File: src/rtl/proc_pkg.sv
// Shared address map and trap-cause encoding for the program counter block.
package proc_pkg;

  localparam int CTX_BASE    = 0;
  localparam int SO_BASE     = 1000;
  localparam int PROG_BASE   = 2000;
  localparam int PROG_STRIDE = 1000;

  typedef enum logic [1:0] {
    TRAP_NONE    = 2'd0,
    TRAP_SYSCALL = 2'd1,
    TRAP_TIMER   = 2'd2
  } trap_cause_e;

endpackage

File: src/rtl/quantum_timer.sv
// User-mode time slice countdown: load QUANTUM-1, decrement to a floor of 0, flag zero.
module quantum_timer #(
  parameter int QUANTUM = 100
) (
  input  logic clock,
  input  logic reset,
  input  logic load,
  input  logic dec,
  output logic zero
);

  localparam int QW = (QUANTUM < 2) ? 1 : $clog2(QUANTUM + 1);

  logic [QW-1:0] count_q, count_d;

  always_comb begin
    count_d = count_q;
    if (load) begin
      count_d = QW'(QUANTUM - 1);
    end else if (dec && (count_q != '0)) begin
      count_d = count_q - 1'b1;
    end
  end

  always_ff @(posedge clock) begin
    if (reset) begin
      count_q <= '0;
    end else begin
      count_q <= count_d;
    end
  end

  assign zero = (count_q == '0);

endmodule

File: src/rtl/contador_programa.sv
// Program counter with supervisor/user modes, syscall traps and (with PREEMPT_TIMER_EN)
// a preemptive quantum timer that forces a trap after QUANTUM user-mode cycles.
module contador_programa
  import proc_pkg::*;
#(
  parameter int ADDR_WIDTH = 32,
  parameter int MEM_DEPTH  = 7000,
  parameter int QUANTUM    = 100
) (
  input  logic                  clock,
  input  logic                  reset,
  input  logic                  stall,
  input  logic                  branch_en,
  input  logic [ADDR_WIDTH-1:0] branch_addr,
  input  logic                  syscall,
  input  logic                  user_jump,
  input  logic [ADDR_WIDTH-1:0] user_addr,
  output logic [ADDR_WIDTH-1:0] endereco,
  output logic [ADDR_WIDTH-1:0] epc,
  output logic                  supervisor,
  output logic [1:0]            trap_cause
);

  localparam logic [ADDR_WIDTH-1:0] DEPTH     = ADDR_WIDTH'(MEM_DEPTH);
  localparam logic [ADDR_WIDTH-1:0] LAST_ADDR = ADDR_WIDTH'(MEM_DEPTH - 1);
  localparam logic [ADDR_WIDTH-1:0] CTX_ADDR  = ADDR_WIDTH'(CTX_BASE);
  localparam logic [ADDR_WIDTH-1:0] SO_ADDR   = ADDR_WIDTH'(SO_BASE);

  logic [ADDR_WIDTH-1:0] endereco_q, endereco_d;
  logic [ADDR_WIDTH-1:0] epc_q, epc_d;
  logic                  supervisor_q, supervisor_d;
  logic [1:0]            trap_cause_q, trap_cause_d;

  logic [ADDR_WIDTH-1:0] next_seq;
  logic                  timer_expired;
  logic                  take_trap;
  logic                  enter_user;

`ifdef PREEMPT_TIMER_EN
  logic timer_zero;

  // Counts every user-mode cycle, stalled or not; reloads on entry to user mode.
  quantum_timer #(
    .QUANTUM (QUANTUM)
  ) u_quantum_timer (
    .clock (clock),
    .reset (reset),
    .load  (enter_user),
    .dec   (!supervisor_q),
    .zero  (timer_zero)
  );

  assign timer_expired = timer_zero;
`else
  logic [31:0] quantum_unused;

  assign quantum_unused = QUANTUM;
  assign timer_expired  = 1'b0;
`endif

  always_comb begin
    if (branch_en) begin
      next_seq = branch_addr % DEPTH;
    end else if (stall) begin
      next_seq = endereco_q;
    end else if (endereco_q == LAST_ADDR) begin
      next_seq = '0;
    end else begin
      next_seq = endereco_q + 1'b1;
    end
  end

  assign take_trap  = !supervisor_q && (syscall || timer_expired);
  assign enter_user = supervisor_q && user_jump;

  always_comb begin
    endereco_d   = next_seq;
    epc_d        = epc_q;
    supervisor_d = supervisor_q;
    trap_cause_d = trap_cause_q;
    if (take_trap) begin
      // epc holds where the interrupted program would have gone next.
      endereco_d   = CTX_ADDR;
      epc_d        = next_seq;
      supervisor_d = 1'b1;
      trap_cause_d = syscall ? TRAP_SYSCALL : TRAP_TIMER;
    end else if (enter_user) begin
      endereco_d   = user_addr;
      supervisor_d = 1'b0;
    end
  end

  always_ff @(posedge clock) begin
    if (reset) begin
      endereco_q   <= SO_ADDR;
      epc_q        <= '0;
      supervisor_q <= 1'b1;
      trap_cause_q <= TRAP_NONE;
    end else begin
      endereco_q   <= endereco_d;
      epc_q        <= epc_d;
      supervisor_q <= supervisor_d;
      trap_cause_q <= trap_cause_d;
    end
  end

  assign endereco   = endereco_q;
  assign epc        = epc_q;
  assign supervisor = supervisor_q;
  assign trap_cause = trap_cause_q;

endmodule

File: config.mk
export PLATFORM = sky130hd
export DESIGN_NAME = contador_programa
export DESIGN_NICKNAME = d
export VERILOG_FILES = /design/src/rtl/proc_pkg.sv /design/src/rtl/quantum_timer.sv /design/src/rtl/contador_programa.sv
export SDC_FILE = /design/constraint.sdc
export NUM_CORES = 1
export LEC_CHECK = 0
export CAP_MARGIN = 10
export CORE_UTILIZATION = 40
export DETAILED_ROUTE_END_ITERATION = 6
export PLACE_DENSITY = 0.64
export SYNTH_ARGS = -nofsm -noshare
export SYNTH_HDL_FRONTEND = slang
export SYNTH_SLANG_ARGS = --single-unit
File: constraint.sdc
create_clock -name clock -period 25.7 [get_ports clock]
set_input_delay 3.855 -clock clock [delete_from_list [all_inputs] [get_ports clock]]
set_output_delay 3.855 -clock clock [all_outputs]
set_load 0.01 [all_outputs]
# After elaboration in Yosys (flattened, before gate mapping)
# Index checks and enable logic that the tools add are counted.
# W data, S select, Z words.
[totals] regBits=67 input_bits=70 out_inout_bits=67 word_cells=18
[classes] addsub=1 div=1 n_eq_ne=1 mux=6 n_reduce_logical=4
[ops] operator="$mux W32" count=4
[ops] operator="$add A32 B1 Y32 const B" count=1
[ops] operator="$eq A32 B13 Y1 const B" count=1
[ops] operator="$mod A32 B13 Y32 const B" count=1
[ops] operator="$mux W10" count=1
[ops] operator="$logic_and A1 B1 Y1" count=2
[ops] operator="$mux W2" count=1
[ops] operator="$reduce_or A2 Y1" count=1
[ops] operator="$logic_not A1 Y1" count=1

# Depth between registers and ports, before layout
[depth] word_depth=6 ltp_mapped=79 depth_no_buf=62

# Worst setup path after synthesis
# No wires, ideal clock.
[synth_timing] kind="input to register" from="in branch_addr[28]" to="reg epc_q[6] (netlist: epc[6])" setup_time_ns=0.091 t_arrival_ns=20.092 t_required_ns=25.609 setup_slack_ns=5.517 path_stages=66 path_buffers=4 cell_sequence="buf_4 -> a31oi_1 -> a21boi_2 -> o41a_4 -> o31a_1 -> xor2_1 -> a21oi_1 -> a211oi_4 -> o211ai_1 -> a31oi_2 -> mux2i_1 -> o21ai_1 -> a211oi_4 -> a21oi_2 -> buf_6 -> mux2_1 -> mux2_2 -> a32oi_2 -> (+30 left out) -> a2111oi_0 -> a221o_2 -> o21ai_2 -> a31oi_2 -> mux2_2 -> o311ai_0 -> mux2_2 -> a21boi_4 -> a21oi_2 -> nand2_1 -> mux2i_1 -> o311ai_4 -> a21oi_2 -> nor4_1 -> a311oi_1 -> xnor2_1 -> nand2_1 -> a311oi_1"
[synth_between] elab_chain_len=2
[synth_rtl] element="from (decl)" line="contador_programa.sv:14" text="input logic [ADDR_WIDTH-1:0] branch_addr,"
[synth_rtl] element="$mod A32 B13 Y32" line="contador_programa.sv:63" text="next_seq = branch_addr % DEPTH;"
[synth_rtl] element="$mux W32" line="contador_programa.sv:62" text="if (branch_en) begin"
[synth_rtl] element="to (signal assigned)" line="contador_programa.sv:101" text="epc_q <= epc_d;"
[synth_rtl] element="to (decl)" line="contador_programa.sv:30" text="logic [ADDR_WIDTH-1:0] epc_q, epc_d;"
# Every way passes these cells.
# A chain may end at the register's enable or synchronous reset.

# Worst setup path after layout
# Same ends and word-level chain as after synthesis.

==> impl_metrics.toml <==
[placed_design]
dpl_cell_area_um2 = 15950
dp.cells = 2600
post-dp-hpwl_um = 36620
port-buffer-count = 136
finalWeightedCongestion = 0.9385

[critical_path]
critical_path.startpoint_type = "input pin"
cp.arrival_ns = 24.05
worst_path_max_fanout = 21
critPathMostFrequentCell = "sky130_fd_sc_hd__a21oi_2"
timing.critical_path.slowest_cell_delay_ns = 0.72
ff2ff_path_depth = 11
regToRegEndpoint = "epc[28]"
regToRegStartpoint = "endereco[1]"
cp-end-kind = "flop"
rrSetupSlack_ns = 22.67
critPathKind = "input pin to flop"
critical_path.slowest_cell = "sky130_fd_sc_hd__clkdlybuf4s50_1"
timing.critical_path.required_ns = 25.94

[grt]
grt_start_max_net_pins = 42
globalRouteMet3Util_pct = 2.728
via_count_of_the_first_global_routing_pass = 14950
groute.layer.met2.usage_pct = 41.36
globalRouteTotalUtil_pct = 24.73
globalRouteOverflowTotal = 0
antenna_found_initial = 1
wire_length_of_the_first_global_routing_pass_um = 76550
busiest_layer = "met2"
global_route_met1_usage_pct = 33.32

[clocking]
cts.hold.buffers_added = 0
numCtsBuffers = 9
cts.clk_slew.worst_paths_ns = 0.06
cts-root-to-sink-buffers = 2
clkLatencyLatePin_ns = 0.34
clock_sinks = 67
htreeDepth = 3
cts_root_buf = "sky130_fd_sc_hd__clkbuf_16"
cts_tree = "built"

[route]
first_iter_violations = 1553
drc_errors = 8
post_detailed_routing_wire_length_um = 47750
detail-route-antenna-nets = 0
avgRoutedWirePerCell_um = 18.22
detailedRoute.firstPassIterationCount = 7
vias_per_cell = 6.353
routed-via-count = 16650

[finish]
most_common_cell_after_layout_fill_and_taps_aside = "sky130_fd_sc_hd__nand2_1"
num-nets-final = 2224
finalNonFillerCells = 2621
seq_area_um2 = 1341
multi_input_area_um2 = 12470
n_fill_cell = 3645
area_growth_syn_to_layout_pct = 12.52
drive_above_1_share_pct = 10.94
mostFrequentLayoutCells = "sky130_fd_sc_hd__nand2_1 (281), sky130_fd_sc_hd__a21oi_1 (190), sky130_fd_sc_hd__nor2_1 (182), sky130_fd_sc_hd__clkdlybuf4s50_1 (134), sky130_fd_sc_hd__o21ai_0 (100)"
postLayoutCellArea_um2 = 16380

[synthesis]
synth_simple_gate_area_share_pct = 29.07
synth.mux.area_fraction_pct = 4.934
synth_top_family_by_area = "compound AO/OA/AOI/OAI gates"
synth-warning-count = 0
syn_nets = 2183
synth_xor_area_share_pct = 8.277
synth-compound-area-share_pct = 42.05
syn_avg_cell_area_um2 = 6.892
synthFlopType = "sky130_fd_sc_hd__dfxtp_1"
netlist-cell-type-count = 150
synth_edf_count = 0
netlist_instances = 2112
yosys_register_bits = 67
post_synth_fa_ha_maj_area_fraction_pct = 0.6361
postSynth.asyncResetShare_pct = 0
mappedNetlistArea_um2 = 14560
synth_seq_area_share_pct = 9.214

[floorplan]
core_area_um2 = 35660
fp-row-count = 69
die_height_um = 192.8
fp.dieW_um = 192.8
start_util_pct = 40.83
top_level_ports = 137
die_area_um2 = 37160

[worst_hold_path]
hold-path-endpoint = "epc[17]"
worst_hold_path_type = "flop to flop"
hold_depth = 2
hold_path.startpoint = "epc[17]"

[sta]
post-route-period-util_pct = 92.63
clock.fmax_mhz = 42.01
grt_setup_unrepaired = "false"
final_total_negative_setup_slack_ns = 0
finClkSkew_ns = 0.009355
timing.slew.headroom_pct = 28.61
max_slew.worst_pin.slew_ns = 1.071
slew_violations = 0
final_hold_viol_count = 0
setup_viol = 0
timing.final.crit_period_ns = 23.80

[job]
max_cap_viol_count = 0

[outcome]
failing_checks = "design-rule violations"
run_status = "finished, violations left"
## worst max-delay path by stage
stage / start / end / slack (ns) / depth (start not counted)
after detailed placement: branch_addr[22] / epc[6] / 0.18 / 64
after global routing: branch_addr[28] / epc[6] / 0.07 / 64
after CTS: branch_addr[22] / epc[6] / 0.44 / 64
final: branch_addr[28] / epc[6] / 1.90 / 64
after global placement: branch_addr[22] / epc[6] / 0.79 / 63
after floorplan: branch_addr[28] / epc[6] / 5.52 / 66
## cell usage after synthesis, drive strengths merged (32+ instances only)
master  count  share of area (%)
and2       34                1.5
clkbuf     77                2.3
dfxtp      67                9.2
o211ai     42                2.3
o21ai     145                5.4
a31oi      38                1.9
and3       36                1.5
o21a       32                1.7
nor2      189                5.1
mux2i      39                2.9
nor3       57                2.1
or3        39                1.7
a211oi     50                3.1
a21oi     208                7.7
buf        51                2.5
nand3      71                2.5
nand2     284                7.4
xor2       39                2.6
xnor2      90                5.7
## stage by stage
step                utilization (%)  hold WS (ns)  setup WS [ns]
floorplan                         -        0.4761          5.517
global placement              44.75        0.4416         0.7940
detailed placement            44.75        0.4466         0.1850
CTS                           45.66        0.4550         0.4393
global route                  45.92        0.4707        0.06873
finish                        45.94        0.4541          1.895
## critical path, delay by kind of cell
family | cells | cell delay, ns
compound gates | 48 | 14.34
simple gates | 7 | 2.31
mux | 5 | 1.84
buf+inv | 2 | 1.01
xor+xnor | 2 | 0.65
## metal layers
| layer | part of all wire (%) | vias to the layer above |
|---|---|---|
| li1 | - | 8120 |
| met4 | 2.2 | 2 |
| met3 | 5.2 | 88 |
| met5 | 0.027 | - |
| met1 | 45 | 7923 |
| met2 | 47 | 519 |
## timing repair
item | 4_1_cts | 5_1_grt
resized for setup | 0 | 16
setup buffers | 0 | 1
hold endpoints to repair | 0 | 0
endpoints found under the setup margin | 0 | 20
## registers in the layout, indices dropped and copies added (netlist names)
name and cells:
endereco 32, epc 32, trap_cause 2, supervisor 1
## area by class of cell
type / instances / share of cell area [%]
Antenna cell: 2 / 0.03056
Tap cell: 461 / 3.521
Timing Repair Buffer: 159 / 9.350
Sequential cell: 67 / 8.189
Inverter: 34 / 0.7792
Clock buffer: 9 / 1.375
Clock inverter: 7 / 0.6111
Multi-Input combinational cell: 1882 / 76.14
## logic make-up after synthesis
logic type,count (synthesis)
and+or+nand+nor,856
AOI/OAI and AO/OA,824
buffers and inverters,164
xor gates and xnor gates,129
DFF,67
muxes,63
adders and majority gates,9
Power is left out: the tool's default activity adds up to more than one toggle a clock period on the data nets, which glitch-free logic cannot reach.
